### src/rtl/encoder_period_meter.sv
// Quadrature encoder front end: synchronizes and deglitches A/B, tracks x4 position,
// and measures the clk-cycle period between filtered A rising edges for the speed loop.
module encoder_period_meter #(
   parameter int unsigned         FILTER_LEN = 4,
   parameter int unsigned         PERIOD_W   = 16,
   parameter logic [PERIOD_W-1:0] TIMEOUT    = {PERIOD_W{1'b1}}
) (
   input  logic                clk,
   input  logic                rst,
   input  logic                meas_en,
   input  logic                encoder_a,
   input  logic                encoder_b,
   output logic [PERIOD_W-1:0] period_out,
   output logic                period_valid,
   output logic                direction,
   output logic [15:0]         position,
   output logic                stalled,
   output logic                qerr
);

   typedef enum logic {IDLE = 1'b0, ARMED = 1'b1} state_t;

   localparam logic [3:0]          FILT_LAST = 4'(FILTER_LEN - 1);
   localparam logic [PERIOD_W-1:0] CNT_ZERO  = {PERIOD_W{1'b0}};
   localparam logic [PERIOD_W-1:0] CNT_ONE   = {{(PERIOD_W-1){1'b0}}, 1'b1};

   // Channel vectors are packed as {A, B} so the filtered pair reads directly as a Gray code
   logic [1:0] meta_r, sync_r, filt_r, prev_r;
   logic [3:0] fcnt_r [2];

   logic [1:0]          quad_s;
   logic                a_rise_s;
   logic [15:0]         pos_nxt_s, position_r;
   logic                qerr_nxt_s, qerr_r;

   state_t              state_r, state_nxt_s;
   logic [PERIOD_W-1:0] cnt_r, cnt_nxt_s, cnt_inc_s;
   logic [PERIOD_W-1:0] period_r, period_nxt_s;
   logic                valid_r, valid_nxt_s;
   logic                stalled_r, stalled_nxt_s;
   logic                dir_r, dir_nxt_s;

   // Classifies a filtered {A,B} transition: 00 none, 01 forward, 10 reverse, 11 illegal
   function automatic logic [1:0] quad_step(input logic [1:0] prev, input logic [1:0] cur);
      logic [1:0] step;
      case ({prev, cur})
         4'b0010, 4'b1011, 4'b1101, 4'b0100: step = 2'b01;
         4'b1000, 4'b1110, 4'b0111, 4'b0001: step = 2'b10;
         4'b0011, 4'b1100, 4'b0110, 4'b1001: step = 2'b11;
         default:                            step = 2'b00;
      endcase
      return step;
   endfunction

   // Two-flop synchronizer, per-channel glitch filter and previous-level register
   always_ff @(posedge clk or negedge rst) begin
      if (!rst) begin
         meta_r    <= 2'b00;
         sync_r    <= 2'b00;
         filt_r    <= 2'b00;
         prev_r    <= 2'b00;
         fcnt_r[0] <= 4'd0;
         fcnt_r[1] <= 4'd0;
      end else begin
         meta_r <= {encoder_a, encoder_b};
         sync_r <= meta_r;
         prev_r <= filt_r;
         for (int ch = 0; ch < 2; ch++) begin
            if (sync_r[ch] != filt_r[ch]) begin
               if (fcnt_r[ch] == FILT_LAST) begin
                  filt_r[ch] <= ~filt_r[ch];
                  fcnt_r[ch] <= 4'd0;
               end else begin
                  fcnt_r[ch] <= fcnt_r[ch] + 4'd1;
               end
            end else begin
               fcnt_r[ch] <= 4'd0;
            end
         end
      end
   end

   assign quad_s   = quad_step(prev_r, filt_r);
   assign a_rise_s = filt_r[1] & ~prev_r[1];

   // Next position and error pulse from the decoded transition
   always_comb begin
      pos_nxt_s  = position_r;
      qerr_nxt_s = 1'b0;
      case (quad_s)
         2'b01:   pos_nxt_s  = position_r + 16'd1;
         2'b10:   pos_nxt_s  = position_r - 16'd1;
         2'b11:   qerr_nxt_s = 1'b1;
         default: pos_nxt_s  = position_r;
      endcase
   end

   // Position counter and qerr pulse registers
   always_ff @(posedge clk or negedge rst) begin
      if (!rst) begin
         position_r <= 16'd0;
         qerr_r     <= 1'b0;
      end else begin
         position_r <= pos_nxt_s;
         qerr_r     <= qerr_nxt_s;
      end
   end

   assign cnt_inc_s = (cnt_r == TIMEOUT) ? cnt_r : cnt_r + CNT_ONE;

   // Period FSM next state; an A rise takes priority over a simultaneous timeout
   always_comb begin
      state_nxt_s   = state_r;
      cnt_nxt_s     = cnt_r;
      period_nxt_s  = period_r;
      valid_nxt_s   = 1'b0;
      stalled_nxt_s = stalled_r;
      dir_nxt_s     = dir_r;
      if (!meas_en) begin
         state_nxt_s = IDLE;
         cnt_nxt_s   = CNT_ZERO;
      end else begin
         case (state_r)
            IDLE: begin
               if (a_rise_s) begin
                  cnt_nxt_s   = CNT_ONE;
                  state_nxt_s = ARMED;
               end else begin
                  cnt_nxt_s   = cnt_inc_s;
               end
            end
            ARMED: begin
               if (a_rise_s) begin
                  period_nxt_s  = cnt_r;
                  valid_nxt_s   = 1'b1;
                  cnt_nxt_s     = CNT_ONE;
                  stalled_nxt_s = 1'b0;
                  dir_nxt_s     = ~filt_r[0];
               end else if (cnt_r == TIMEOUT) begin
                  period_nxt_s  = TIMEOUT;
                  valid_nxt_s   = 1'b1;
                  stalled_nxt_s = 1'b1;
                  state_nxt_s   = IDLE;
               end else begin
                  cnt_nxt_s     = cnt_inc_s;
               end
            end
            default: begin
               state_nxt_s = IDLE;
               cnt_nxt_s   = CNT_ZERO;
            end
         endcase
      end
   end

   // Period FSM state and registered measurement outputs
   always_ff @(posedge clk or negedge rst) begin
      if (!rst) begin
         state_r   <= IDLE;
         cnt_r     <= CNT_ZERO;
         period_r  <= CNT_ZERO;
         valid_r   <= 1'b0;
         stalled_r <= 1'b1;
         dir_r     <= 1'b0;
      end else begin
         state_r   <= state_nxt_s;
         cnt_r     <= cnt_nxt_s;
         period_r  <= period_nxt_s;
         valid_r   <= valid_nxt_s;
         stalled_r <= stalled_nxt_s;
         dir_r     <= dir_nxt_s;
      end
   end

   assign period_out   = period_r;
   assign period_valid = valid_r;
   assign direction    = dir_r;
   assign position     = position_r;
   assign stalled      = stalled_r;
   assign qerr         = qerr_r;

endmodule
### config.mk
export PLATFORM = sky130hd
export DESIGN_NAME = encoder_period_meter
export DESIGN_NICKNAME = d
export VERILOG_FILES = /design/src/rtl/encoder_period_meter.sv
export SDC_FILE = /design/constraint.sdc
export NUM_CORES = 1
export LEC_CHECK = 0
export BUFFER_PORTS_ARGS = -buffer_cell sky130_fd_sc_hd__clkbuf_2
export CORE_MARGIN = 4
export CORE_UTILIZATION = 55
export DETAILED_ROUTE_END_ITERATION = 6
export PLACE_DENSITY = 0.85
export SETUP_SLACK_MARGIN = 0.4
export SLEW_MARGIN = 20
export SYNTH_ARGS = -nofsm -noshare
export SYNTH_HDL_FRONTEND = slang
export SYNTH_SLANG_ARGS = --single-unit
### constraint.sdc
create_clock -name clk -period 10.2 [get_ports clk]
set_input_delay 2.04 -clock clk [delete_from_list [all_inputs] [get_ports clk]]
set_output_delay 2.04 -clock clk [all_outputs]
set_load 0.01 [all_outputs]
==> metrics <==
status complete, no violations; largest net degree at the start of global routing 70; sum of negative setup slack 0 ps; VDD IR-drop max about 0.22 mV; ys async rst share 100.0%; period utilisation layout approximately 34%; CTS Buffer Depth 2; total core area 6907 µm²; clock skew 9.337 ps; Routed WL per cell roughly 16 µm; Setup-failing EPs final 0; nets 469; final instance area 4390 µm²; Synth Net Count ~450; Crit Reg-Reg Startpoint filt_r[1]; CP startpoint kind register; Die Y roughly 93 µm; Root Driver clkbuf_8; Via-to-Cell Ratio between 6 and 7; drt pass-1 iters 4; min cycle time layout 3483 ps; Hold Path Origin meta_r[0]; Antenna Nets Post-Route 0; required time of the worst setup path 10430 ps; final slew viol count 0; FF-to-FF End position[12]; H-tree depth 3; top-count cell post-synth dfrtp_1; antenna diode count 0; CP arrival ~3700 ps; Starting DRT DRC Count between 200 and 250; Max Cap Violations 0; Leak between 1.5 and 2 nW; Syn Area/Cell around 9.1 µm²; top cells by count, synth 68 x dfrtp_1, 62 x nor2_1, 31 x nor3_1, 25 x nand2_1, 19 x nand3_1; FF+latch count, synth 69; post-synth top area share a little over two fifths; grt ovf 0; non-filler instance count after layout 560; placed cell area 4156 µm²; pre-CTS WS roughly 6700 ps; Pwr per Cell Area 389.1 nW/µm²; Sink Count between 60 and 70; Register-to-Register Path Depth 12; Final Total Pwr about 1.7 mW; Initial Util between 50% and 60%; num ports ~40; post-CTS sizing 0; WL final between 8000 and 9000 µm; clk slew on worst S/H paths around 80 ps; Residual DRC 0; hold endpoint sync_r[0]; chip width 92.88 µm; ranking of synthesized cells by area dfrtp_1 43%, nor2_1 5.9%, nor3_1 3.9%; antenna violations before repair 0; HPWL Detailed 5807 µm; layout cells sized above 1 15.09%; vias roughly 3400; Site Rows 30; Synth Instances between 400 and 500; sequential share of the synthesized area a little over two fifths; Ys Warns 0; Hold/Removal Path Class register to register; CP Capture Type register; unrepaired setup endpoints after global routing no; EDFF count, synth 0; number of global-route vias before repair approximately 3300; IO buf count 40; setup bufs post-CTS 0; Max Freq between 200 and 300 MHz; Yosys top cell by area dfrtp_1; Syn Std Cell Area just under 4000 µm²; hold_buf cts 0; area grow syn2layout 10.80%; Worst slew margin a little over two fifths; Fin. Hold Viols 0; crit-path max FO 43; CTS Buf Count 9; Yosys cell types 60; die footprint 8627 µm²; gpl congestion between 0.8 and 0.9; predominant post-synthesis flop cell dfrtp_1; worst hold stages 0; min setup slack post-route 6717 ps; Worst Tran Pin Value approximately 850 ps; Cells after DPL around 540; Clk Latency, worst-skew pair 350 ps; first-pass GRT wire length between 15000 and 20000 µm; critical path class register to register; register-to-register setup slack between 6000 and 7000 ps; CTS tree built; Total GRT Usage between 20% and 30%
metal layers:
metal	vias to the layer above	track usage [%]	share of wire [%]
met4	0	8.669	1.7
met5	-	0	0
met2	108	35.21	49
li1	1607	-	-
met3	18	6.093	5.7
met1	1635	28.17	44
placed cells by master (no fill, tap or decap), drive strengths merged, types with 6 or more instances in the layout:
cell type   n
clkbuf     50
nand2b      9
nor2b       8
nor3b       6
a31oi       6
nor3       31
nand4       8
nor4        6
dfrtp      68
nor2       62
a21oi      18
xnor2      17
nand3      19
o21ai      11
mux2i       8
or3         9
nand2      25
o22ai       7
xor2       17
registers in the layout (all words and copies together) (netlist names), 2 cells and up:
register    flops
period_out     16
fcnt_r          8
prev_r          2
sync_r          2
meta_r          2
filt_r          2
cnt_r          16
position       16
critical path: stages, from the launching register on:
cell and delay (ps):
dfrtp_1 630, nor2_1 120, o31ai_1 340, ha_1 200, buf_4 360, xor2_1 190, ha_1 210, inv_1 110
o22ai_1 130, a22oi_1 150, or3_1 400, a21boi_1 140, a2111o_1 370
area by class of cell:
type                    count  area, µm²
fillers                   591       2516
multi-input cells         332       2074
flip-flops and latches     69       1728
repair buffers             42      215.2
clock buffers              11      151.4
well taps                  96      120.1
clock inverters             5      82.58
inverters                   5      18.77
through the flow:
step | utilization (%) | hold WS (ps)
after floorplan | - | 331.2
after global placement | 60.13 | 336.0
after detailed placement | 60.18 | 342.0
after CTS | 63.57 | 358.6
after global routing | 63.57 | 368.4
final | 63.57 | 355.0
worst max path at each step:
| stage | from | endpoint | slack [ps] | cells after the start |
|---|---|---|---|---|
| after floorplan | filt_r[1] | position[12] | 6380 | 16 |
| after CTS | filt_r[1] | position[12] | 6740 | 12 |
| final | filt_r[1] | position[12] | 6720 | 12 |
| after detailed placement | meas_en | period_out[14] | 6710 | 4 |
| after global routing | filt_r[1] | position[14] | 6420 | 11 |
| after global placement | meas_en | period_out[0] | 6430 | 4 |
logic make-up after synthesis:
family | count (synthesis) | share of synthesized area (%)
AOI/OAI and AO/OA | 82 | 14.97
adders and majority gates | 5 | 1.579
DFF | 69 | 43.61
and+or+nand+nor | 200 | 25.32
buffers and inverters | 36 | 4.136
muxes | 11 | 2.873
xor gates and xnor gates | 34 | 7.515
where the power goes:
part           total [mW]  internal [mW]  leakage (nW)  switching, mW
Clock               0.260          0.151         0.108          0.109
Combinational       0.931          0.390         0.856          0.541
Sequential          0.518          0.367         0.869          0.151
Total                1.71          0.908          1.83          0.800
Note: power is estimated with default switching activity, not from simulation.
